**src/rtl/cp0_irq_timer_pkg.sv**
```systemverilog
// Shared definitions for the CP0 interrupt/timer unit.
//  - CP0 register numbers and select values decoded by the unit.
//  - Read-mux selector enum and the address decode helpers.
package cp0_irq_timer_pkg;

  localparam int unsigned REG_NUM_W = 5;
  localparam int unsigned SEL_W     = 3;

  localparam logic [REG_NUM_W-1:0] REG_COUNT   = 5'd9;
  localparam logic [REG_NUM_W-1:0] REG_COMPARE = 5'd11;
  localparam logic [REG_NUM_W-1:0] REG_CAUSE   = 5'd13;

  localparam logic [SEL_W-1:0] SEL_BASE         = 3'd0;
  // Cause select 1 exposes the edge latches and takes write-1-to-clear.
  localparam logic [SEL_W-1:0] CAUSE_SEL_IRQCLR = 3'd1;

  typedef enum logic [1:0] {
    RD_NONE    = 2'd0,
    RD_COUNT   = 2'd1,
    RD_COMPARE = 2'd2,
    RD_IRQCLR  = 2'd3
  } rd_sel_e;

  function automatic logic reg_hit(input logic [REG_NUM_W-1:0] reg_num,
                                   input logic [SEL_W-1:0]     sel,
                                   input logic [REG_NUM_W-1:0] want_reg,
                                   input logic [SEL_W-1:0]     want_sel);
    return (reg_num == want_reg) && (sel == want_sel);
  endfunction

  function automatic rd_sel_e decode_rd(input logic [REG_NUM_W-1:0] reg_num,
                                        input logic [SEL_W-1:0]     sel);
    rd_sel_e r;
    if (reg_hit(reg_num, sel, REG_COUNT, SEL_BASE)) begin
      r = RD_COUNT;
    end else if (reg_hit(reg_num, sel, REG_COMPARE, SEL_BASE)) begin
      r = RD_COMPARE;
    end else if (reg_hit(reg_num, sel, REG_CAUSE, CAUSE_SEL_IRQCLR)) begin
      r = RD_IRQCLR;
    end else begin
      r = RD_NONE;
    end
    return r;
  endfunction

endpackage

```
**src/rtl/cp0_irq_timer_if.sv**
```systemverilog
// CP0 access bus between WB (master) and the interrupt/timer unit (slave).
//  wen/reg_num/sel/reg_in : MTC0 commit and register address (also MFC0 address)
//  status_im/ie/exl       : Status fields gating the interrupt request
//  reg_out                : MFC0 read data
//  int_req                : interrupt to be taken by WB
interface cp0_irq_timer_if;
  import cp0_irq_timer_pkg::*;

  logic                 wen;
  logic [REG_NUM_W-1:0] reg_num;
  logic [SEL_W-1:0]     sel;
  logic [31:0]          reg_in;
  logic [7:0]           status_im;
  logic                 status_ie;
  logic                 status_exl;
  logic [31:0]          reg_out;
  logic                 int_req;

  modport master (
    output wen, reg_num, sel, reg_in, status_im, status_ie, status_exl,
    input  reg_out, int_req
  );

  modport slave (
    input  wen, reg_num, sel, reg_in, status_im, status_ie, status_exl,
    output reg_out, int_req
  );

endinterface

```
**src/rtl/cp0_irq_timer_irq_sync.sv**
```systemverilog
// One external interrupt line: synchroniser, rising-edge detect and a sticky
// latch whose clear loses to a simultaneous set.
//  clk, reset : clock, async active-low reset
//  d          : asynchronous interrupt input
//  clr        : write-1-to-clear strobe for the latch
//  pend       : pending level fed to Cause.IP (latch in edge mode, synced level otherwise)
//  latched    : latch state for readback (0 in level mode)
module cp0_irq_timer_irq_sync #(
  parameter int unsigned STAGES = 2,
  parameter bit          EDGE   = 1'b0
) (
  input  logic clk,
  input  logic reset,
  input  logic d,
  input  logic clr,
  output logic pend,
  output logic latched
);

  logic [STAGES-1:0] sync_r;
  logic              s_d_r;
  logic              latch_r;
  logic              s_s;
  logic              rise_s;

  assign s_s    = sync_r[STAGES-1];
  assign rise_s = s_s & ~s_d_r;

  // Synchroniser chain plus one-cycle delayed copy for edge detection
  always_ff @(posedge clk or negedge reset) begin
    if (!reset) begin
      sync_r <= {STAGES{1'b0}};
      s_d_r  <= 1'b0;
    end else begin
      sync_r <= {sync_r[STAGES-2:0], d};
      s_d_r  <= s_s;
    end
  end

  // Edge latch: a rising edge on the same clock as a clear keeps the latch set
  always_ff @(posedge clk or negedge reset) begin
    if (!reset) begin
      latch_r <= 1'b0;
    end else if (rise_s) begin
      latch_r <= 1'b1;
    end else if (clr) begin
      latch_r <= 1'b0;
    end else begin
      latch_r <= latch_r;
    end
  end

  assign pend    = EDGE ? latch_r : s_s;
  assign latched = EDGE ? latch_r : 1'b0;

endmodule

```
**src/rtl/cp0_irq_timer.sv**
```systemverilog
// CP0 interrupt/timer unit: Count (with prescaler and debug freeze), Compare,
// Cause.TI, Cause.IP assembly from synchronised external lines, interrupt
// request and the MFC0 read mux for the registers it owns.
//  clk, reset : clock, async active-low reset
//  bus        : CP0 access bus (slave side): MTC0 commits, Status, reg_out, int_req
//  count_stop : freezes Count and the prescaler
//  irq_in     : asynchronous external interrupt lines
//  count, compare, cause_ti, cause_ip : architectural register state
module cp0_irq_timer
  import cp0_irq_timer_pkg::*;
#(
  parameter int unsigned NUM_HW_IRQ  = 5,
  parameter logic [5:0]  EDGE_MASK   = 6'h0,
  parameter int unsigned SYNC_STAGES = 2,
  parameter int unsigned COUNT_DIV   = 2,
  parameter int unsigned TIMER_IP    = 7
) (
  input  logic                  clk,
  input  logic                  reset,
  cp0_irq_timer_if.slave        bus,
  input  logic                  count_stop,
  input  logic [NUM_HW_IRQ-1:0] irq_in,
  output logic [31:0]           count,
  output logic [31:0]           compare,
  output logic                  cause_ti,
  output logic [7:0]            cause_ip
);

  localparam int unsigned DIV_W = (COUNT_DIV > 1) ? $clog2(COUNT_DIV) : 1;
  localparam logic [DIV_W-1:0] DIV_LAST = DIV_W'(COUNT_DIV - 1);

  logic [DIV_W-1:0]      div_r;
  logic                  wr_count_s;
  logic                  wr_compare_s;
  logic                  wr_cause_s;
  logic                  wr_irqclr_s;
  logic                  tick_s;
  logic [NUM_HW_IRQ-1:0] clr_s;
  logic [NUM_HW_IRQ-1:0] hw_pend_s;
  logic [NUM_HW_IRQ-1:0] latched_s;
  logic [5:0]            pend_ext_s;
  logic [7:0]            ip_next_s;
  logic [31:0]           rd_data_s;
  rd_sel_e               rd_sel_s;

  assign wr_count_s   = bus.wen & reg_hit(bus.reg_num, bus.sel, REG_COUNT, SEL_BASE);
  assign wr_compare_s = bus.wen & reg_hit(bus.reg_num, bus.sel, REG_COMPARE, SEL_BASE);
  assign wr_cause_s   = bus.wen & reg_hit(bus.reg_num, bus.sel, REG_CAUSE, SEL_BASE);
  assign wr_irqclr_s  = bus.wen & reg_hit(bus.reg_num, bus.sel, REG_CAUSE, CAUSE_SEL_IRQCLR);
  assign tick_s       = ~count_stop & (div_r == DIV_LAST);
  assign clr_s        = wr_irqclr_s ? bus.reg_in[NUM_HW_IRQ-1:0] : {NUM_HW_IRQ{1'b0}};

  // Prescaler: restarts on a Count write so the next increment is a full period away
  always_ff @(posedge clk or negedge reset) begin
    if (!reset) begin
      div_r <= {DIV_W{1'b0}};
    end else if (wr_count_s) begin
      div_r <= {DIV_W{1'b0}};
    end else if (!count_stop) begin
      div_r <= (div_r == DIV_LAST) ? {DIV_W{1'b0}} : div_r + DIV_W'(1'b1);
    end else begin
      div_r <= div_r;
    end
  end

  // Count: software write overrides the prescaled increment
  always_ff @(posedge clk or negedge reset) begin
    if (!reset) begin
      count <= 32'd0;
    end else if (wr_count_s) begin
      count <= bus.reg_in;
    end else if (tick_s) begin
      count <= count + 32'd1;
    end else begin
      count <= count;
    end
  end

  // Compare and sticky TI; a Compare write on the match clock suppresses the set
  always_ff @(posedge clk or negedge reset) begin
    if (!reset) begin
      compare  <= 32'hFFFF_FFFF;
      cause_ti <= 1'b0;
    end else if (wr_compare_s) begin
      compare  <= bus.reg_in;
      cause_ti <= 1'b0;
    end else begin
      compare  <= compare;
      cause_ti <= cause_ti | (count == compare);
    end
  end

  for (genvar i = 0; i < NUM_HW_IRQ; i++) begin : g_line
    cp0_irq_timer_irq_sync #(
      .STAGES (SYNC_STAGES),
      .EDGE   (EDGE_MASK[i])
    ) u_sync (
      .clk     (clk),
      .reset   (reset),
      .d       (irq_in[i]),
      .clr     (clr_s[i]),
      .pend    (hw_pend_s[i]),
      .latched (latched_s[i])
    );
  end

  // Next Cause.IP: software bits, hardware lines, timer ORed into its chosen bit
  always_comb begin
    pend_ext_s = 6'd0;
    pend_ext_s[NUM_HW_IRQ-1:0] = hw_pend_s;
    ip_next_s = {pend_ext_s, 2'b00};
    if (wr_cause_s) begin
      ip_next_s[1:0] = bus.reg_in[9:8];
    end else begin
      ip_next_s[1:0] = cause_ip[1:0];
    end
    ip_next_s[TIMER_IP] = ip_next_s[TIMER_IP] | cause_ti;
  end

  // Cause.IP register
  always_ff @(posedge clk or negedge reset) begin
    if (!reset) begin
      cause_ip <= 8'd0;
    end else begin
      cause_ip <= ip_next_s;
    end
  end

  // MFC0 read mux for the registers owned here
  always_comb begin
    rd_sel_s  = decode_rd(bus.reg_num, bus.sel);
    rd_data_s = 32'd0;
    case (rd_sel_s)
      RD_COUNT:   rd_data_s = count;
      RD_COMPARE: rd_data_s = compare;
      RD_IRQCLR:  rd_data_s[NUM_HW_IRQ-1:0] = latched_s;
      default:    rd_data_s = 32'd0;
    endcase
  end

  assign bus.reg_out = rd_data_s;
  assign bus.int_req = bus.status_ie & ~bus.status_exl & (|(cause_ip & bus.status_im));

endmodule
```
**src/flat_wrapper.sv**
```systemverilog
// flat-port wrapper written by rule: the top's interface ports become plain ports
module cp0_irq_timer_flat import cp0_irq_timer_pkg::*;
#(
  parameter int unsigned NUM_HW_IRQ  = 5,
  parameter logic [5:0]  EDGE_MASK   = 6'h0,
  parameter int unsigned SYNC_STAGES = 2,
  parameter int unsigned COUNT_DIV   = 2,
  parameter int unsigned TIMER_IP    = 7
)
  (clk, reset, count_stop, irq_in, count, compare, cause_ti, cause_ip, bus_wen, bus_reg_num, bus_sel, bus_reg_in, bus_status_im, bus_status_ie, bus_status_exl, bus_reg_out, bus_int_req);
  cp0_irq_timer_if bus_i ();
  input  logic clk;
  input  logic reset;
  input  logic count_stop;
  input  logic [NUM_HW_IRQ-1:0] irq_in;
  output logic [31:0] count;
  output logic [31:0] compare;
  output logic cause_ti;
  output logic [7:0] cause_ip;
  input wire logic [$bits(bus_i.wen)-1:0] bus_wen;
  input wire logic [$bits(bus_i.reg_num)-1:0] bus_reg_num;
  input wire logic [$bits(bus_i.sel)-1:0] bus_sel;
  input wire logic [$bits(bus_i.reg_in)-1:0] bus_reg_in;
  input wire logic [$bits(bus_i.status_im)-1:0] bus_status_im;
  input wire logic [$bits(bus_i.status_ie)-1:0] bus_status_ie;
  input wire logic [$bits(bus_i.status_exl)-1:0] bus_status_exl;
  output wire logic [$bits(bus_i.reg_out)-1:0] bus_reg_out;
  output wire logic [$bits(bus_i.int_req)-1:0] bus_int_req;
  assign bus_i.wen = bus_wen;
  assign bus_i.reg_num = bus_reg_num;
  assign bus_i.sel = bus_sel;
  assign bus_i.reg_in = bus_reg_in;
  assign bus_i.status_im = bus_status_im;
  assign bus_i.status_ie = bus_status_ie;
  assign bus_i.status_exl = bus_status_exl;
  assign bus_reg_out = bus_i.reg_out;
  assign bus_int_req = bus_i.int_req;
  cp0_irq_timer #(.NUM_HW_IRQ(NUM_HW_IRQ), .EDGE_MASK(EDGE_MASK), .SYNC_STAGES(SYNC_STAGES), .COUNT_DIV(COUNT_DIV), .TIMER_IP(TIMER_IP)) u_core (.clk(clk), .reset(reset), .bus(bus_i), .count_stop(count_stop), .irq_in(irq_in), .count(count), .compare(compare), .cause_ti(cause_ti), .cause_ip(cause_ip));
endmodule
```
**config.mk**
```make
export PLATFORM = sky130hd
export DESIGN_NAME = cp0_irq_timer_flat
export DESIGN_NICKNAME = d
export VERILOG_FILES = /design/src/rtl/cp0_irq_timer_pkg.sv /design/src/rtl/cp0_irq_timer_if.sv /design/src/rtl/cp0_irq_timer_irq_sync.sv /design/src/rtl/cp0_irq_timer.sv /design/src/flat_wrapper.sv
export SDC_FILE = /design/constraint.sdc
export NUM_CORES = 1
export LEC_CHECK = 0
export CAP_MARGIN = 20
export CORE_MARGIN = 2
export CORE_UTILIZATION = 40
export DETAILED_ROUTE_END_ITERATION = 12
export PLACE_DENSITY = 0.87
export SYNTH_ARGS = -nofsm -noshare
export SYNTH_HDL_FRONTEND = slang
export SYNTH_SLANG_ARGS = --single-unit
```
**constraint.sdc**
```tcl
create_clock -name clk -period 1.75 [get_ports clk]
set_input_delay 0.175 -clock clk [delete_from_list [all_inputs] [get_ports clk]]
set_output_delay 0.175 -clock clk [all_outputs]
set_load 0.05 [all_outputs]
```
==> metrics.txt, run 1 <==
Worst-path clk slew 80 ps; Syn Inst Count 385; gr ovfl total 0; largest net degree at the start of global routing 44; vias in the first global route 4073; clk sink count 84; async set-or-reset flop fraction in the synthesized netlist 100.0%; sequential power share 40.5%; Max Clk Rate slightly below 600 MHz; layout cells sized above 1 53.75%; Starting Density 41.34%; dpl hpwl roughly 10000 um; Tcrit/Tclk final 98.78%; Sw Ratio 34.70%; fill count 728; number of enable flip-flop cells after synthesis 0; kind of start point of the critical path primary input; Std-Cell Rows 38; Req. time, crit path 1570 ps; end of the critical path bus_reg_out[30]; I/O Buffers 164; initial antenna violation count 0; Via Count roughly 4k; number of hold violations in the final report 0; Final Skew 12.92 ps; Setup Viol. Count Final 0; critical path class primary input to output port; IO Count approximately 170; WL final between 10000 and 15000 um; Unique masters post-synth 43; Final ANT Viol Nets 0; RSZ-0062 raised after global routing true; Psw 0.002001 W; net count after synthesis 445; First DRT Iteration DRCs roughly 150; Final nets 669; CP Max Fanout 5; Core Box Area approximately 11000 um2; global-route wire length before repair 21510 um; Worst Setup End Kind output port; pwr dens 746.0 nW/um2; Pwr Total 0.005768 W; clock power share a little over a quarter; area occupied by registers between 2000 and 2500 um2; count of state elements after synthesis 84; TritonCTS clock tree done; LEAKAGE 3.495 nW; post-DR wirelength/cell 19.75 um; Clock Latency Late Sink 350 ps; total track usage between 20% and 30%; crit path from bus_reg_num[4]; P&R area growth vs syn 71.81%; Worst Hold Class primary input to flip-flop; Slew headroom between 60% and 70%; ant diodes 0; Num CTS Buffers 9; design area ~7700 um2; die area 12120 um2; DP Area 6924 um2; Tmin final 1729 ps; via/cell ratio 5.305; R2R Path End u_core.count[20]$_DFFE_PN0P_; Detailed Routing Iterations Pass 1 4; width of the die roughly 110 um; Max Slew Vio Count 0; Max clock buf depth 2; VDD IR max around 0.00052 V; H-tree depth 3; Cell Area, Synth ~4500 um2; clock root cell clkbuf_8; multi-input logic area 2552 um2; Syn Area/Cell roughly 12 um2; worst slew pin tran 517.5 ps; status finished clean; Max Cap Violations 0; Int Power 0.003767 W; Seq/Total Area, Yosys 47.60%; GP Congestion 0.8496; worst r2r src u_core.count[2]$_DFFE_PN0P_; Yosys warning total 0; Die Y 110.1 um; R2R depth 7; Crit path arrival time approximately 1600 ps; r2r setup slk around 40 ps; Post-synth top flop dfrtp_1; DR DRC count 0; combinational fraction of design power 33.1%
## power by group through the flow
stage | logic (W) | clock network, W | registers, W
3_3_place_gp | 0.00174 | 0 | 0.00237
3_5_place_dp | 0.00177 | 0 | 0.00238
2_1_floorplan | 0.000518 | 0 | 0.00290
5_1_grt | 0.00202 | 0.00164 | 0.00236
6_report | 0.00191 | 0.00152 | 0.00234
4_1_cts | 0.00185 | 0.00156 | 0.00233
## timing repair
| item | 4_1_cts | 5_1_grt |
|---|---|---|
| cloned | 1 | 5 |
| setup buffers | 7 | 7 |
| pin swaps | 6 | 24 |
| setup endpoints to repair | 62 | 39 |
| endpoints found under the hold margin | 14 | 0 |
| gates resized for setup | 34 | 44 |
| hold buffers | 1 | 0 |
## cells by family (layout without fill, tap and decap cells)
logic type | count (synthesis) | count (layout) | share of synthesized area [%]
buffers and inverters | 28 | 257 | 3.586
xor gates and xnor gates | 63 | 63 | 12.26
AOI/OAI and AO/OA | 70 | 70 | 11.09
DFF | 84 | 84 | 47.60
muxes | 36 | 36 | 11.48
and+or+nand+nor | 103 | 103 | 13.71
adders and majority gates | 1 | 1 | 0.2780
## final cells by class
class | count | share of cell area (%)
multi-input cells | 273 | 33.01
inverters | 4 | 0.1942
clock buffers | 12 | 1.877
well taps | 140 | 2.265
repair buffers | 237 | 33.69
flip-flops and latches | 84 | 28.03
clock inverters | 4 | 0.9385
## Yosys cell counts (2+ instances only)
cell type	n	area share, %
a21oi_1	2	0.22
a22o_1	32	6.2
a22oi_1	2	0.33
and3_1	4	0.56
and4_1	2	0.39
buf_1	2	0.17
buf_2	8	0.89
buf_6	5	1.3
clkbuf_1	4	0.33
clkbuf_2	4	0.44
dfrtp_1	52	29
dfstp_2	32	19
inv_1	4	0.33
mux2_2	5	1.3
mux2_4	30	10
nand2_1	41	3.4
nand3_1	9	1.0
nand4_1	22	3.1
nor2_1	3	0.25
nor2b_1	2	0.28
nor3_1	6	0.67
nor4_1	2	0.28
nor4_4	3	1.4
o21ai_0	19	2.1
o21ai_1	9	1.0
o21ai_2	3	0.58
xnor2_1	39	7.6
xor2_1	24	4.7
## worst min-delay path by stage
stage	from	end	cells past startpoint
after floorplan	reset	u_core.cause_ip[0]$_DFFE_PN0P_	0
after global placement	reset	u_core.count[5]$_DFFE_PN0P_	1
after detailed placement	reset	u_core.count[5]$_DFFE_PN0P_	1
after CTS	irq_in[1]	u_core.g_line[1].u_sync.sync_r[0]$_DFF_PN0_	1
after global routing	irq_in[0]	u_core.g_line[0].u_sync.sync_r[0]$_DFF_PN0_	1
final	irq_in[1]	u_core.g_line[1].u_sync.sync_r[0]$_DFF_PN0_	1
## through the flow
step           hold slack (ps)  std cells  setup slack (ps)  utilization (%)  setup TNS [ps]
6_report                 256.6        754             21.35            71.02               0
5_1_grt                  240.5        754            -69.29            71.02          -874.7
4_1_cts                  243.4        744             2.051            67.26               0
3_5_place_dp             109.8        719            -453.7            63.59          -34390
3_3_place_gp             105.1        719            -425.6            63.59          -33020
2_1_floorplan           -120.6        385            -243.5                -           -1831
## metal layers
metal  track usage (%)  routed length [um]
met5                 0                   0
met3             3.292                 722
met1             29.77                6195
met2             41.89                7851
met4             5.967                 118
## critical path, cell delays in order
cell       delay [ps]
buf_6             100
nor4_4            330
nand4b_4          180
nor2_4            180
buf_6             130
clkbuf_16         150
a22o_2            170
buf_12            130
## cells in the final DEF, fill, tap and decap left out, types with 3 or more instances in the layout
| master | count |
|---|---|
| a22o_4 | 31 |
| clkbuf_16 | 6 |
| inv_1 | 4 |
| xnor2_1 | 36 |
| dlymetal6s2s_1 | 4 |
| xnor2_2 | 3 |
| buf_4 | 118 |
| and3_1 | 4 |
| dfrtp_2 | 20 |
| nor4_4 | 4 |
| nand3_1 | 9 |
| nand2_1 | 40 |
| mux2_2 | 5 |
| mux2_4 | 30 |
| nor3_2 | 3 |
| clkdlybuf4s50_1 | 53 |
| buf_12 | 43 |
| o21ai_2 | 3 |
| o21ai_0 | 13 |
| nand4_1 | 22 |
| buf_6 | 6 |
| nor3_1 | 3 |
| dfstp_2 | 32 |
| dlygate4sd2_1 | 4 |
| dfrtp_1 | 32 |
| o21ai_1 | 15 |
| clkbuf_8 | 10 |
| xor2_1 | 24 |
## registers in the layout (all words and copies together) (netlist names)
| signal | count |
|---|---|
| u_core.compare | 32 |
| u_core.count | 32 |
| u_core.g_line.u_sync.sync_r | 10 |
| u_core.cause_ip | 8 |
| u_core.cause_ti | 1 |
| u_core.div_r | 1 |
No activity file was read; power rests on OpenSTA's default activity.
==> run 2: changes to the inputs <==
- CORE_MARGIN: 2 -> 8
==> metrics.txt, run 2 (synthesis results as in run 1) <==
status finished with violations; violated checks negative setup slack; area occupied by registers ~2200 um2; multi-input logic area about 2600 um2; commonest non-fill, non-tap cells in the layout buf_4, clkdlybuf4s50_1, buf_12; GP Congestion between 0.8 and 0.9; initial antenna violation count 0; Via Count approximately 3.9k; largest net degree at the start of global routing 42; Slew headroom 65.76%; post-DR wirelength/cell 20.62 um; fill count 737; number of hold violations in the final report 0; IO Count 165; WL final 15650 um; Clock Latency Late Sink 360 ps; Max Clk Rate 564.7 MHz; I/O Buffers 164; final core occ 71.68%; critical path class flip-flop to flip-flop; global-route wire length before repair ~24000 um; worst setup margin -20.84 ps; Tmin final 1771 ps; Max Slew Vio Count 0; RSZ-0062 raised after global routing true; H-tree depth 3; die area 14900 um2; Final Skew 14.82 ps; Detailed Routing Iterations Pass 1 4; pwr dens 755.3 nW/um2; Req. time, crit path 1990 ps; Setup Viol. Count Final 1; TritonCTS clock tree done; layout cells sized above 1 55.74%; Max clock buf depth 2; Max Cap Violations 0; DR DRC count 0; Tcrit/Tclk final 101.2%; width of the die between 100 and 150 um; Die Y 122.1 um; CP Max Fanout 4; Setup WS pre-CTS -504.4 ps; gr ovfl total 0; P&R area growth vs syn 73.42%; Crit path arrival time 2010 ps; Core Box Area 10890 um2; Num CTS Buffers 9; Worst-path clk slew about 90 ps; worst slew pin tran 512.8 ps; Worst Hold Margin 238.4 ps; kind of start point of the critical path flip-flop; via/cell ratio 5.190; clk sink count 84; vias in the first global route 4291; dpl hpwl 11180 um; Final ANT Viol Nets 0; LEAKAGE 3.578 nW; total track usage approximately 20%; biggest regs u_core.compare x32, u_core.count x32, u_core.g_line.u_sync.sync_r x10; ant diodes 0; Final nets 674; VDD IR max 0.0006729 V; Worst Hold Class primary input to async pin; Std-Cell Rows 38; clock root cell clkbuf_8; Starting Density between 40% and 50%; commonest non-fill, non-tap cell in the layout buf_4; Worst Setup End Kind flip-flop; First DRT Iteration DRCs between 200 and 250
==> run 2: cell types whose count changed in the layout (fill, tap and decap cells not counted), sizes merged <==
| cell | previous run | this run |
|---|---|---|
| inv | 4 | 6 |
| clkdlybuf4s15 | 1 | 0 |
| dlymetal6s2s | 4 | 7 |
| buf | 168 | 178 |
| clkdlybuf4s50 | 53 | 50 |
| clkbuf | 18 | 11 |
| clkinv | 1 | 2 |
==> run 2: worst paths after layout <==
kind,slack [ps],start,endpoint,cells past startpoint
worst min register to register,350,u_core.g_line[0].u_sync.sync_r[0]$_DFF_PN0_,u_core.g_line[0].u_sync.sync_r[1]$_DFF_PN0_,0
worst min-delay path,240,reset,u_core.div_r$_DFFE_PN0P_,2
min in group clk,250,irq_in[1],u_core.g_line[1].u_sync.sync_r[0]$_DFF_PN0_,1
worst max-delay path,-20,u_core.count[1]$_DFFE_PN0P_,u_core.count[23]$_DFFE_PN0P_,6
worst max register to register,-20,u_core.count[1]$_DFFE_PN0P_,u_core.count[23]$_DFFE_PN0P_,6
max in group asynchronous,830,reset,u_core.compare[18]$_DFFE_PN1N_,3
==> run 2: cell type report <==
cell class	count	area share, %
Inverter	4	0.1924
Clock inverter	7	1.266
Sequential cell	84	27.77
Multi-Input combinational cell	273	33.44
Timing Repair Buffer	242	33.50
Clock buffer	9	1.587
Tap cell	140	2.244
==> run 2: metal layers <==
layer / wire (um) / up-vias / GRT usage (%)
met5: 0 / - / 0
met1: 6115 / 1924 / 23.69
met3: 1043 / 23 / 5.414
li1: - / 1845 / -
met4: 284 / 0 / 5.941
met2: 8204 / 147 / 35.46
==> run 2: report_power, final <==
group / total [W] / leakage, nW / internal [W] / switching (W)
combinational: 0.00200 / 2.50 / 0.000832 / 0.00117
clock: 0.00156 / 0.110 / 0.000814 / 0.000746
sequential: 0.00233 / 0.965 / 0.00215 / 0.000182
==> run 2: worst max-delay path, cell delays in order (launching register included) <==
cell      delay (ps)
dfrtp_2          390
nand4b_1         190
nor4_4           330
buf_4            190
nand4_1          140
xnor2_1          160
mux2_2           250
==> run 2: stage by stage <==
| stage | std cells | instance area (um2) | TNS (ps) | total power [W] |
|---|---|---|---|---|
| floorplan | 385 | 4593 | -1831 | 0.003419 |
| detailed placement | 719 | 6912 | -37400 | 0.004128 |
| global route | 759 | 7805 | -1720 | 0.006153 |
| finish | 759 | 7805 | -20.84 | 0.005895 |
| global placement | 719 | 6912 | -28480 | 0.004091 |
| CTS | 748 | 7411 | -1127 | 0.005785 |
==> run 2: timing repair <==
action | CTS | global route
setup buffers | 10 | 12
endpoints found under the setup margin | 66 | 61
cloned | 2 | 1
resized for setup | 45 | 59
hold buffers | 1 | 0
pin swaps | 7 | 18
endpoints found under the hold margin | 19 | 0
==> run 3: changes to the inputs <==
- SETUP_SLACK_MARGIN: unset -> 0.2
==> metrics.txt, run 3 (synthesis results as in run 1) <==
Worst Hold Class primary input to flip-flop; pwr dens around 720 nW/um2; LEAKAGE between 3 and 4 nW; R2R Path End u_core.count[31]$_DFFE_PN0P_; ant diodes 0; Max Clk Rate 565.4 MHz; worst slew pin tran 509.5 ps; H-tree depth 3; hold endpoint u_core.g_line[1].u_sync.sync_r[0]$_DFF_PN0_; hold path startpoint irq_in[1]; Setup WS pre-CTS -468.5 ps; First DRT Iteration DRCs 223; kind of start point of the critical path flip-flop; Critical-path top delay cell dfrtp_2; CP peak stage delay 390 ps; width of the die between 100 and 150 um; global-route wire length before repair 25630 um; Slew headroom 66.17%; P&R area growth vs syn 83.21%; Top delay family on crit path simple AND/OR/NAND/NOR gates; violated checks negative setup slack; R2R depth 7; most frequent CP cell buf_6; number of hold violations in the final report 0; VDD IR max between 0.0008 and 0.0009 V; Worst Hold Margin 257.4 ps; Clock Latency Late Sink about 360 ps; layout cells sized above 1 59.44%; r2r setup slk -20 ps; Std-Cell Rows 38; TritonCTS clock tree done; Starting Density 41.34%; Num CTS Buffers 9; status finished with violations; Final Skew ~11 ps; RSZ-0062 raised after global routing true; multi-input logic area 2740 um2; DR DRC count 0; fill count 670; Cell Chain, Critical Path buf_6 > nand4b_1 > nor4_4 > buf_6 > nand4_1 > xor2_1 > o21ai_1; Setup Viol. Count Final 4; dpl hpwl 11440 um; Via Count 4116; Critical Path Stages 7; IO Count 165; die area 14900 um2; CP Max Fanout 5; clock root cell clkbuf_8; Core Box Area 10890 um2; Crit path arrival time 2060 ps; commonest non-fill, non-tap cell in the layout buf_4; Max Cap Violations 0; Req. time, crit path 2040 ps; clk sink count 84; total track usage between 20% and 30%; Worst-path clk slew ~100 ps; vias in the first global route 4669; biggest regs u_core.compare x32, u_core.count x32, u_core.g_line.u_sync.sync_r x10; Die Y 122.1 um; commonest non-fill, non-tap cells in the layout buf_4, clkdlybuf4s50_1, buf_12; gr ovfl total 0; worst r2r src u_core.count[0]$_DFFE_PN0P_; I/O Buffers 164; post-DR wirelength/cell 21.68 um; Final ANT Viol Nets 0; initial antenna violation count 0; WL final 16930 um; crit path buf inv count 2; critical path class flip-flop to flip-flop; GP Congestion 0.8034; Worst Setup End Kind flip-flop; Max clock buf depth 2; Detailed Routing Iterations Pass 1 4; Hold Crit Depth 1; Max Slew Vio Count 0; worst setup margin -18.69 ps; area occupied by registers between 2000 and 2500 um2; Tcrit/Tclk final 101.1%; largest net degree at the start of global routing 34; Tmin final between 1500 and 2000 ps; Final nets approximately 700; via/cell ratio approximately 5.3
## run 3: cell count changes in the layout (fill, tap and decap cells not counted), moves of 4 or more
cell / change
buf_6: +18
dlymetal6s2s_1: -7
o21ai_0: -7
dlygate4sd2_1: +6
nand2_1: -6
o21ai_1: +6
buf_12: +4
buf_16: +4
nand3_1: -4
## run 3: through the flow
| stage | instance area (um2) | std cells | util, % | setup TNS, ps | power [W] |
|---|---|---|---|---|---|
| finish | 8245 | 781 | 75.73 | -30.98 | 0.005954 |
| global route | 8245 | 781 | 75.73 | -1714 | 0.006201 |
| CTS | 7971 | 769 | 73.21 | -464.6 | 0.005878 |
| detailed placement | 7102 | 719 | 65.23 | -37720 | 0.004211 |
| global placement | 7102 | 719 | 65.23 | -34060 | 0.004158 |
| floorplan | 4810 | 385 | - | -2045 | 0.003443 |
## run 3: worst register-to-register path, cell delays in order (launching register included)
cell	delay [ps]
dfrtp_2	390
buf_6	110
nand4b_1	200
nor4_4	320
buf_6	190
nand4_1	140
xor2_1	200
o21ai_1	140
## run 3: area by class of cell
| cell class | count | area share [%] |
|---|---|---|
| clock buffer | 9 | 1.502 |
| clock inverter | 7 | 0.8953 |
| inverter | 4 | 0.1821 |
| multi-input combinational | 273 | 33.23 |
| sequential | 84 | 26.28 |
| tap | 140 | 2.124 |
| timing repair buffer | 264 | 35.78 |
## run 3: what timing repair did
item / CTS / global route
buffers inserted: 27 / 8
hold endpoints to repair: 16 / 0
hold buffers: 1 / 0
pin swaps: 48 / 29
gates cloned: 6 / 4
setup endpoints to repair: 107 / 93
gates resized for setup: 96 / 29
## run 3: per-layer routing
layer	wire length, um	up-vias	GRT usage (%)
met5	0	-	0
met3	1280	29	6.247
met2	8932	153	39.90
met1	6380	2042	25.17
met4	339	0	5.712
li1	-	1892	-
## run 3: how the worst max path moves through the flow
stage / from / endpoint / slack (ps)
detailed placement: bus_reg_num[4] / bus_reg_out[8] / -470
CTS: bus_sel[2] / bus_reg_out[5] / -60
floorplan: u_core.count[8]$_DFFE_PN0P_ / u_core.count[23]$_DFFE_PN0P_ / -240
finish: u_core.count[0]$_DFFE_PN0P_ / u_core.count[31]$_DFFE_PN0P_ / -20
global route: u_core.count[11]$_DFFE_PN0P_ / u_core.count[20]$_DFFE_PN0P_ / -100
global placement: bus_reg_num[4] / bus_reg_out[8] / -430
## run 3: where the power goes
group / internal [W] / switching, W / total (W)
clock network: 0.000670 / 0.000758 / 0.00143
registers: 0.00215 / 0.000191 / 0.00234
logic: 0.000946 / 0.00124 / 0.00218
total: 0.00377 / 0.00219 / 0.00595
